===== config.mk =====
export PLATFORM = sky130hd
export DESIGN_NAME = roll_scheduler
export DESIGN_NICKNAME = d
export VERILOG_FILES = /design/src/rtl/roll_scheduler.sv
export SDC_FILE = /design/constraint.sdc
export NUM_CORES = 1
export LEC_CHECK = 0
export CAP_MARGIN = 10
export CORE_ASPECT_RATIO = 0.7
export CORE_UTILIZATION = 50
export CTS_CLUSTER_SIZE = 20
export DETAILED_ROUTE_END_ITERATION = 16
export GPL_ROUTABILITY_DRIVEN = 0
export PLACE_DENSITY = 0.79
export SYNTH_ARGS = -nofsm -noshare
export SYNTH_HDL_FRONTEND = slang
export SYNTH_SLANG_ARGS = --single-unit

===== constraint.sdc =====
create_clock -name i_clk -period 14.7 [get_ports i_clk]
set_input_delay 2.94 -clock i_clk [delete_from_list [all_inputs] [get_ports i_clk]]
set_output_delay 2.94 -clock i_clk [all_outputs]
set_load 0.02 [all_outputs]

===== src/rtl/roll_scheduler.sv =====
// Purpose : paces the random-value generator through a decelerating dice roll and keeps a two-deep result history.
// Latency : o_step/o_done are combinational off the tick counters; o_value/o_prev update the cycle after o_step/o_done.
// Backpr. : none; i_start is level-sampled every cycle and always wins (re-arms the roll, suppresses step/done).
//
// Ports:
//   i_clk, i_rst (async, active low)
//   i_start        start / restart a roll (level, sampled every cycle)
//   i_rand[W]      current generator value, sampled in the o_step cycle
//   o_step         one-cycle pulse asking the generator for a new value
//   o_value[W]     last sampled value (live roll display)
//   o_busy         roll in progress; low in the o_done cycle and in IDLE
//   o_done         one-cycle pulse when the roll has settled
//   o_prev[2W]     {previous result, most recent result}
module roll_scheduler #(
    parameter int WIDTH      = 4,
    parameter int TICK_DIV   = 50000,
    parameter int BASE_INT   = 50,
    parameter int FAST_STEPS = 6,
    parameter int SLOW_START = 200,
    parameter int GROWTH     = 100,
    parameter int NUM_STEPS  = 14,
    parameter int SETTLE_INT = 50
) (
    input  logic               i_clk,
    input  logic               i_rst,
    input  logic               i_start,
    input  logic [WIDTH-1:0]   i_rand,
    output logic               o_step,
    output logic [WIDTH-1:0]   o_value,
    output logic               o_busy,
    output logic               o_done,
    output logic [2*WIDTH-1:0] o_prev
);

    // Prescaler needs at least one bit even when TICK_DIV is 1.
    localparam int PW = (TICK_DIV > 1) ? $clog2(TICK_DIV) : 1;

    // Longest slow interval, i.e. the one used by the final step.
    localparam int MAX_SLOW = (NUM_STEPS > FAST_STEPS)
                            ? SLOW_START + (NUM_STEPS - 1 - FAST_STEPS) * GROWTH
                            : 0;

    // Reject parameter sets that would overflow the 16-bit interval
    // counter, the 5-bit step index, or give a zero-length interval.
    generate
        if (WIDTH < 1 || TICK_DIV < 1 || FAST_STEPS < 1 ||
            NUM_STEPS < FAST_STEPS || NUM_STEPS > 31 ||
            BASE_INT < 1 || BASE_INT > 65535 ||
            SETTLE_INT < 1 || SETTLE_INT > 65535 ||
            GROWTH < 0 || MAX_SLOW > 65535 ||
            (NUM_STEPS > FAST_STEPS && SLOW_START < 1)) begin : g_param_check
            $error("roll_scheduler: illegal parameter combination");
        end
    endgenerate

    typedef enum logic [1:0] {
        ST_IDLE   = 2'd0,
        ST_RUN    = 2'd1,
        ST_SETTLE = 2'd2
    } state_t;

    state_t          state_q, state_d;
    logic [PW-1:0]   presc_q, presc_d;
    logic [15:0]     cnt_q, cnt_d;
    logic [4:0]      k_q, k_d;
    logic [15:0]     interval;
    logic            tick;

    logic [WIDTH-1:0]   value_q;
    logic [2*WIDTH-1:0] prev_q;

    // Interval length in ticks for the current step index.
    always_comb begin
        if (k_q < 5'(FAST_STEPS)) begin
            interval = 16'(BASE_INT);
        end else begin
            interval = 16'(SLOW_START + (int'(k_q) - FAST_STEPS) * GROWTH);
        end
    end

    assign tick = (presc_q == PW'(TICK_DIV - 1));

    always_ff @(posedge i_clk or negedge i_rst) begin
        if (!i_rst) begin
            state_q <= ST_IDLE;
            presc_q <= '0;
            cnt_q   <= '0;
            k_q     <= '0;
        end else begin
            state_q <= state_d;
            presc_q <= presc_d;
            cnt_q   <= cnt_d;
            k_q     <= k_d;
        end
    end

    always_comb begin
        state_d = state_q;
        presc_d = presc_q;
        cnt_d   = cnt_q;
        k_d     = k_q;
        o_step  = 1'b0;
        o_done  = 1'b0;

        case (state_q)
            ST_IDLE: begin
                presc_d = '0;
                cnt_d   = '0;
                k_d     = '0;
            end
            ST_RUN: begin
                presc_d = tick ? '0 : presc_q + PW'(1);
                if (tick) begin
                    if (cnt_q == interval - 16'd1) begin
                        o_step = 1'b1;
                        cnt_d  = '0;
                        if (k_q == 5'(NUM_STEPS - 1)) begin
                            state_d = ST_SETTLE;
                            k_d     = '0;
                        end else begin
                            k_d = k_q + 5'd1;
                        end
                    end else begin
                        cnt_d = cnt_q + 16'd1;
                    end
                end
            end
            ST_SETTLE: begin
                presc_d = tick ? '0 : presc_q + PW'(1);
                if (tick) begin
                    if (cnt_q == 16'(SETTLE_INT - 1)) begin
                        o_done  = 1'b1;
                        state_d = ST_IDLE;
                        cnt_d   = '0;
                        presc_d = '0;
                    end else begin
                        cnt_d = cnt_q + 16'd1;
                    end
                end
            end
            default: begin
                state_d = ST_IDLE;
                presc_d = '0;
                cnt_d   = '0;
                k_d     = '0;
            end
        endcase

        // A start re-arms from step 0 and masks any step/done that the
        // counters would otherwise have produced this cycle.
        if (i_start) begin
            state_d = ST_RUN;
            presc_d = '0;
            cnt_d   = '0;
            k_d     = '0;
            o_step  = 1'b0;
            o_done  = 1'b0;
        end

        // Busy falls together with the done pulse.
        o_busy = (state_q != ST_IDLE) && !o_done;
    end

    always_ff @(posedge i_clk or negedge i_rst) begin
        if (!i_rst) begin
            value_q <= '0;
            prev_q  <= '0;
        end else begin
            if (o_step) begin
                value_q <= i_rand;
            end
            if (o_done) begin
                prev_q <= {prev_q[WIDTH-1:0], value_q};
            end
        end
    end

    assign o_value = value_q;
    assign o_prev  = prev_q;

endmodule


==> results.toml, run 1 <==
[run_status]
outcome = "complete, no violations"

[setup_path]
critical_path.endpoint = "o_step"
critPathMaxFanout = 15
crit_path_top_delay_cell = "dfrtp_1"
startpoint = "k_q[1]$_DFFE_PN0P_"
worst_setup_path_end_kind = "primary output"
path_cells = "inv_1 > ha_1 > xnor2_1 > fa_1 > inv_1 > ha_1 > ha_1 > fa_1 > xor2_2 > o311a_1 > xnor3_1 > a2111o_1 > a211oi_2 > xor2_1 > nor3_1 > nor2_1 > nor3b_1 > clkdlybuf4s50_1"
critical-path-top-delay-family = "adder cells"
critPathArrivalTime_ps = 6400
crit_type = "register to primary output"
r2r_slack_ps = 8050
required_ps = 11760
cp_num_buf_inv = 3
cp.depth = 18
startpoint_type = "register"
cpMostUsedCell = "ha_1"
rr_startpoint = "k_q[1]$_DFFE_PN0P_"
worst_r2r_endpoint = "k_q[3]$_DFFE_PN0P_"
worst_path_largest_cell_delay_ps = 670
r2r_cells = 19

[logic_synthesis]
synth_most_common_cell = "nor2_1"
ys_top_cells_by_area = "dfrtp_1, ha_1, nor2_1"
synth_common_cells = "nor2_1, dfrtp_1, nand2_1, ha_1"
netlist_area_um2 = 4430
yosysWarnings = 0
synth_nets = 558
synth_area_per_cell_um2 = 8.51
yosysSeqAreaShare_pct = 28.8
synth_ff_type = "dfrtp_1"
yosys.area.top_type = "dfrtp_1"
synthCells = 521
synth-seq-cells = 51
synthArstFlopShare_pct = 100
yosysTopAreaCellShare_pct = 28.8
synth-edff-count = 0
synth.distinct_cells = 71

[die]
die_area_um2 = 9250
die_width_um = 115
start_util_pct = 52.1
die_h_um = 80.8
core_area_um2 = 8510
core.rowCount = 28
ios = 22

[pwr]
powerDensity_nw_per_um2 = 57.2
vdd_ir_drop_max_uv = 49.9
power.leakage_nw = 2.22

[job]
cap_violations = 0

[sta]
rsz0062_at_grt = "no"
tns_ps = 0
fin_hold_ws_ps = 478
finalCritPeriodShare_pct = 63.5
report.final.slew_viol_count = 0
hold_viol = 0
min_period_ps = 9340
clock_skew_ps = 7.44
slew_headroom_pct = 25.9
fmax_ghz = 0.107
worst_pin_slew_ps = 1110
setup_viol_count_final = 0

[place]
dp_hpwl_um = 7790
numPortBuffers = 21

[cts]
clock_latency_ps = 300
path_clk_slew_ps = 70
cts_tree = "yes"
clockBufferDepth = 2
postCtsSetupBuffers = 0
cts_num_sinks = 51
root_buffer = "clkbuf_16"
cts_buffers = 5
cts_hold_buffers = 0
h-tree-depth = 2
cts-resized-gates = 0

[global_route]
antenna_found_initial = 0
overflow = 0
grt_max_degree = 52
grt_pass1_wl_um = 17700
grt_pass1_vias = 3651
grt_use_total_pct = 23.9

[route]
drc = 0
routed_via_density = 5.97
dr.first_iter.drc_count = 305
drtAntennaViolNets = 0
wl_per_cell_um = 16.0
wirelength_um = 10400
dr_total_vias = 3877
firstDrtPassIters = 4

[final_layout]
num-nets-final = 565
syn_to_final_growth_pct = 9.79
register_area_um2 = 1280
final_util_pct = 57.2
multi_input_area_um2 = 2990
fillers = 768
diodes = 0
drive_above_1_share_pct = 8.32

[worst_hold_path]
hold_class = "register to register"
## cells by family (layout without fill, tap and decap cells)
family | Yosys count | count (layout) | share of synthesized area (%)
buf+inv | 43 | 51 | 3.78
flops | 51 | 51 | 28.8
mux | 18 | 18 | 4.49
fa+ha+maj | 30 | 30 | 9.14
xor+xnor | 37 | 37 | 7.79
simple gates | 225 | 225 | 26.9
compound gates | 117 | 117 | 19.1
## worst min path at each step
stage | slack [ps] | cells after the start | startpoint | endpoint
finish | 480 | 1 | presc_q[0]$_DFF_PN0_ | presc_q[0]$_DFF_PN0_
global route | 490 | 1 | presc_q[0]$_DFF_PN0_ | presc_q[0]$_DFF_PN0_
CTS | 480 | 1 | presc_q[0]$_DFF_PN0_ | presc_q[0]$_DFF_PN0_
detailed placement | 470 | 1 | presc_q[0]$_DFF_PN0_ | presc_q[0]$_DFF_PN0_
global placement | 440 | 1 | presc_q[0]$_DFF_PN0_ | presc_q[0]$_DFF_PN0_
floorplan | 430 | 1 | presc_q[0]$_DFF_PN0_ | presc_q[0]$_DFF_PN0_
## report_power, final
group	internal (mW)	total [mW]	switching (mW)
Sequential	0.142	0.145	0.00283
Combinational	0.00476	0.0129	0.00813
Clock	0.0646	0.120	0.0558
## sequential cells by signal, indices dropped and copies added (netlist names)
signal	flops
state_q	2
o_prev	8
presc_q	16
k_q	5
cnt_q	16
o_value	4
## layer usage
| metal | share of wire (%) | vias to the layer above | wire length [µm] | GRT usage (%) |
|---|---|---|---|---|
| met4 | 0.75 | 0 | 78 | 5.45 |
| met1 | 51 | 1849 | 5270 | 36.4 |
| li1 | - | 1906 | - | - |
| met5 | 0 | - | 0 | 0 |
| met2 | 42 | 111 | 4380 | 34.4 |
| met3 | 6.3 | 11 | 652 | 4.93 |
## stage by stage
stage | power [mW] | cell area (µm²) | std cells | setup WS (ps)
final | 0.278 | 4870 | 649 | 5360
after global routing | 0.289 | 4870 | 649 | 5100
after detailed placement | 0.161 | 4710 | 641 | 5820
after global placement | 0.161 | 4710 | 641 | 6010
after CTS | 0.281 | 4870 | 649 | 5440
after floorplan | 0.154 | 4430 | 521 | 6530
## worst register-to-register path, cell delays in order, from the launching register on
cell       delay, ps
dfrtp_1          670
inv_1            170
ha_1             410
xnor2_1          180
fa_1             560
inv_1             40
ha_1             280
ha_1             250
fa_1             470
xor2_2           270
o311a_1          220
xnor3_1          240
a2111o_1         480
xor2_1           330
o2111ai_1        170
a2111oi_2        430
o2111ai_2        460
buf_4            360
or4_1            510
nand3_1           80
## cell usage in the layout (no fill, tap or decap), types with 17 or more instances in the layout
cell,Yosys,routed
xnor2_1,17,17
nand3_1,24,24
clkdlybuf4s50_1,0,20
dfrtp_1,51,51
ha_1,26,26
nor2_1,54,54
xor2_1,18,18
a21oi_1,24,24
nand2_1,41,41
and3_1,22,22
inv_1,19,19
## cell type report
cell class              instances  share of cell area (%)
flip-flops and latches         51                    26.2
inverters                      19                    1.47
multi-input cells             427                    61.4
well taps                     120                    3.08
clock buffers                   5                    2.57
repair buffers                 24                    4.68
clock inverters                 3                   0.566
Note: power is estimated with default switching activity, not from simulation.
==> run 2, diff against run 1 <==
--- a/config.mk
+++ b/config.mk
@@ -11,7 +11,7 @@
 export CTS_CLUSTER_SIZE = 20
 export DETAILED_ROUTE_END_ITERATION = 16
 export GPL_ROUTABILITY_DRIVEN = 0
-export PLACE_DENSITY = 0.79
+export PLACE_DENSITY = 0.82
 export SYNTH_ARGS = -nofsm -noshare
 export SYNTH_HDL_FRONTEND = slang
 export SYNTH_SLANG_ARGS = --single-unit
==> constraint.sdc (replaced) <==
create_clock -name i_clk -period 8 [get_ports i_clk]
set_input_delay 1.6 -clock i_clk [delete_from_list [all_inputs] [get_ports i_clk]]
set_output_delay 1.6 -clock i_clk [all_outputs]
set_load 0.02 [all_outputs]
==> results.toml, run 2 (synthesis results as in run 1) <==
[final_layout]
fillers = 726
final_cell_mix = "nor2_1, dfrtp_1, nand2_1"
drive_above_1_share_pct = 8.87
fin_cells = 650
diodes = 0
num-nets-final = 566
final_util_pct = 57.7
syn_to_final_growth_pct = 10.7
final_common_cell = "nor2_1"

[setup_path]
rr_startpoint = "k_q[2]$_DFFE_PN0P_"
critPathMaxFanout = 12
worst_r2r_endpoint = "o_value[0]$_DFFE_PN0P_"
startpoint = "k_q[2]$_DFFE_PN0P_"
required_ps = 6400
worst_setup_path_end_kind = "primary output"
crit_path_top_delay_cell = "fa_1"
worst_path_largest_cell_delay_ps = 530
r2r_slack_ps = 1800
critPathArrivalTime_ps = 5860
cp_num_buf_inv = 2
startpoint_type = "register"
r2r_cells = 18
crit_type = "register to primary output"
critical-path-top-delay-family = "adder cells"
path_cells = "ha_1 > or3_1 > fa_1 > inv_1 > ha_1 > ha_1 > fa_1 > xor2_2 > o311a_1 > xnor3_1 > a2111o_1 > nor2_1 > xor2_1 > a2bb2oi_1 > and4b_1 > nor3b_1 > dlymetal6s2s_1"
cpMostUsedCell = "ha_1"

[sta]
fmax_ghz = 0.134
report.final.slew_viol_count = 0
clock_skew_ps = 5.02
min_period_ps = 7460
finalCritPeriodShare_pct = 93.3
setup_viol_count_final = 0
hold_viol = 0
rsz0062_at_grt = "no"
slew_headroom_pct = 24.5
worst_pin_slew_ps = 1130
tns_ps = 0

[pwr]
power.leakage_nw = 2.25
vdd_ir_drop_max_uv = 104
powerDensity_nw_per_um2 = 109

[route]
wl_per_cell_um = 16.2
firstDrtPassIters = 5
wirelength_um = 10600
routed_via_density = 6.07
dr.first_iter.drc_count = 305
drc = 0
drtAntennaViolNets = 0
dr_total_vias = 3943

[die]
die_width_um = 115
start_util_pct = 52.1
die_area_um2 = 9250
core.rowCount = 28
die_h_um = 80.8
core_area_um2 = 8510
ios = 22

[cts]
clock_latency_ps = 290
cts_tree = "yes"
cts_hold_buffers = 0
path_clk_slew_ps = 70
cts_buffers = 5
h-tree-depth = 2
cts_num_sinks = 51
root_buffer = "clkbuf_16"
clockBufferDepth = 2

[job]
cap_violations = 0

[global_route]
grt_pass1_vias = 3682
grt_pass1_wl_um = 17600
antenna_found_initial = 0
grt_use_total_pct = 23.8
overflow = 0
grt_max_degree = 52

[run_status]
outcome = "complete, no violations"

[place]
dp_hpwl_um = 7970
placed_cells_incl_taps = 641
numPortBuffers = 21

[worst_hold_path]
hold_depth = 1
hold_end = "presc_q[0]$_DFF_PN0_"
hold_class = "register to register"
holdCritStartpoint = "presc_q[0]$_DFF_PN0_"
==> run 2: cell types whose count changed in the layout (fill, tap and decap cells not counted), sizes merged <==
cell	delta
buf	+1
bufinv	+1
clkdlybuf4s50	-1
clkinv	+1
clkinvlp	-1
dlymetal6s2s	+1
inv	-1
==> run 2: through the flow <==
step | instance area, µm² | hold slack [ps] | total power, mW | worst slack, ps
final | 4910 | 468 | 0.535 | 538
after global routing | 4910 | 495 | 0.550 | 202
after CTS | 4880 | 472 | 0.537 | 102
after detailed placement | 4710 | 466 | 0.295 | 450
after global placement | 4710 | 444 | 0.294 | 581
after floorplan | 4430 | 425 | 0.283 | 1170
==> run 2: worst reg2reg max path: stages, from the launching register on <==
cell	delay [ps]
dfrtp_1	520
ha_1	320
or3_1	470
fa_1	540
inv_1	40
ha_1	280
ha_1	240
fa_1	480
xor2_2	260
o311a_1	220
xnor3_1	250
a2111o_1	510
xor2_1	330
o2111ai_1	180
a2111oi_2	400
o2111ai_2	170
buf_4	260
nor2_2	230
mux2_2	380
==> run 2: layer usage <==
metal	vias to the layer above	routed length, µm	GRT usage, %
li1	1915	-	-
met1	1886	5280	35.1
met2	128	4510	36.1
met3	14	669	5.30
met4	0	96	4.42
met5	-	0	0
==> run 2: final cells by class <==
class | count | area, µm² | share of cell area [%]
Clock buffer | 5 | 125 | 2.55
Inverter | 19 | 71.3 | 1.45
Sequential cell | 51 | 1280 | 26.0
Timing Repair Buffer | 25 | 238 | 4.84
Clock inverter | 3 | 43.8 | 0.892
Tap cell | 120 | 150 | 3.06
Multi-Input combinational cell | 427 | 3000 | 61.2
==> run 2: how the worst max path moves through the flow <==
stage | end | cells after the start
finish | o_step | 17
global route | o_step | 17
CTS | o_step | 18
detailed placement | o_step | 18
global placement | o_step | 17
floorplan | o_step | 18
==> run 2: report_power, final <==
group,total (mW),internal (mW),switching (mW)
Combinational,0.0240,0.00873,0.0152
Sequential,0.267,0.261,0.00537
Clock,0.244,0.148,0.0966
Total,0.535,0.418,0.117
==> run 2: what timing repair did <==
| item | in CTS | in global routing |
|---|---|---|
| gates resized for setup | 0 | 4 |
| endpoints found under the setup margin | 0 | 1 |
| buffers inserted | 0 | 1 |
==> run 3, diff against run 2 <==
--- a/config.mk
+++ b/config.mk
@@ -11,6 +11,7 @@
 export CTS_CLUSTER_SIZE = 20
 export DETAILED_ROUTE_END_ITERATION = 16
 export GPL_ROUTABILITY_DRIVEN = 0
+export MAX_ROUTING_LAYER = met4
 export PLACE_DENSITY = 0.82
 export SYNTH_ARGS = -nofsm -noshare
 export SYNTH_HDL_FRONTEND = slang
==> results.toml, run 3 (synthesis results as in run 1) <==
[cts]
cts_hold_buffers = 0
cts_tree = "yes"
clockBufferDepth = 2
cts_buffers = 5
path_clk_slew_ps = 70
clock_latency_ps = 290
cts_num_sinks = 51
h-tree-depth = 2
root_buffer = "clkbuf_16"

[sta]
rsz0062_at_grt = "no"
tns_ps = 0
fin_ws_ps = 550
report.final.slew_viol_count = 0
setup_viol_count_final = 0
slew_headroom_pct = 24.5
clock_skew_ps = 3.87
fin_hold_ws_ps = 469
hold_viol = 0
fmax_ghz = 0.134
finalCritPeriodShare_pct = 93.1
worst_pin_slew_ps = 1130
min_period_ps = 7450

[route]
wirelength_um = 10600
wl_per_cell_um = 16.3
dr_total_vias = 3961
firstDrtPassIters = 6
routed_via_density = 6.09
dr.first_iter.drc_count = 322
drc = 0
drtAntennaViolNets = 0

[setup_path]
critPathMaxFanout = 12
crit_type = "register to primary output"
critPathArrivalTime_ps = 5850
worst_setup_path_end_kind = "primary output"
startpoint_type = "register"
required_ps = 6400

[final_layout]
diodes = 0
num-nets-final = 566
final_util_pct = 57.7
syn_to_final_growth_pct = 10.7
final_common_cell = "nor2_1"
register_area_um2 = 1280
drive_above_1_share_pct = 8.87
final_cell_mix = "nor2_1, dfrtp_1, nand2_1"
fillers = 726
multi_input_area_um2 = 3000

[die]
ios = 22
die_area_um2 = 9250
core_area_um2 = 8510
core.rowCount = 28
die_width_um = 115
die_h_um = 80.8
start_util_pct = 52.1

[place]
dp_hpwl_um = 7970
post-place-ws_ps = 450
numPortBuffers = 21

[global_route]
grt_pass1_wl_um = 17700
grt_use_total_pct = 24.6
grt_max_degree = 52
antenna_found_initial = 0
overflow = 0
grt_pass1_vias = 3685

[job]
cap_violations = 0

[pwr]
power.leakage_nw = 2.25
vdd_ir_drop_max_uv = 104
powerDensity_nw_per_um2 = 109

[run_status]
outcome = "complete, no violations"

[worst_hold_path]
hold_class = "register to register"
## run 3: cell counts in the layout (fill, tap and decap cells not counted)
No cell type changed its count.
## run 3: critical path, cell delays in order, from the launching register on
cell	delay (ps)
dfrtp_1	520
ha_1	320
or3_1	470
fa_1	530
inv_1	40
ha_1	280
ha_1	240
fa_1	480
xor2_2	260
o311a_1	220
xnor3_1	240
a2111o_1	510
nor2_1	210
xor2_1	200
a2bb2oi_1	230
and4b_1	250
nor3b_1	250
dlymetal6s2s_1	270
## run 3: final timing paths
check                                     start                     end  slack [ps]  depth (start not counted)
setup / recovery             k_q[2]$_DFFE_PN0P_                  o_step         550                         17
hold / removal             presc_q[0]$_DFF_PN0_    presc_q[0]$_DFF_PN0_         470                          1
setup reg to reg             k_q[2]$_DFFE_PN0P_  o_value[0]$_DFFE_PN0P_        1810                         18
hold reg to reg            presc_q[0]$_DFF_PN0_    presc_q[0]$_DFF_PN0_         470                          1
max in group asynchronous                 i_rst      k_q[1]$_DFFE_PN0P_        6090                          2
min in group asynchronous                 i_rst    cnt_q[9]$_DFFE_PN0P_        1420                          2
## run 3: report_power, final
group | internal [mW] | total [mW] | switching (mW)
Clock | 0.148 | 0.244 | 0.0961
Combinational | 0.00880 | 0.0243 | 0.0155
Sequential | 0.261 | 0.267 | 0.00544
## run 3: timing repair
| item | CTS | global route |
|---|---|---|
| setup endpoints to repair | 0 | 1 |
| resized for setup | 0 | 4 |
| setup buffers | 0 | 1 |
## run 3: cell type report
cell class	instances	share of cell area, %
Timing Repair Buffer	25	4.84
Tap cell	120	3.06
Sequential cell	51	26.0
Multi-Input combinational cell	427	61.2
Clock buffer	5	2.55
Clock inverter	3	0.892
Inverter	19	1.45
## run 3: per-layer routing
metal | wire [µm] | global-route usage, % | vias to the layer above | share of wire [%]
met1 | 5130 | 35.2 | 1880 | 48
met3 | 822 | 5.30 | 11 | 7.8
li1 | - | - | 1913 | -
met4 | 83 | 4.42 | 0 | 0.78
met5 | 0 | - | - | 0
met2 | 4560 | 35.9 | 157 | 43
## run 3: per-stage QoR
| step | total power, mW | std cells | cell area (µm²) |
|---|---|---|---|
| final | 0.535 | 650 | 4910 |
| after global routing | 0.550 | 650 | 4910 |
| after CTS | 0.537 | 649 | 4880 |
| after detailed placement | 0.295 | 641 | 4710 |
| after global placement | 0.294 | 641 | 4710 |
| after floorplan | 0.283 | 521 | 4430 |
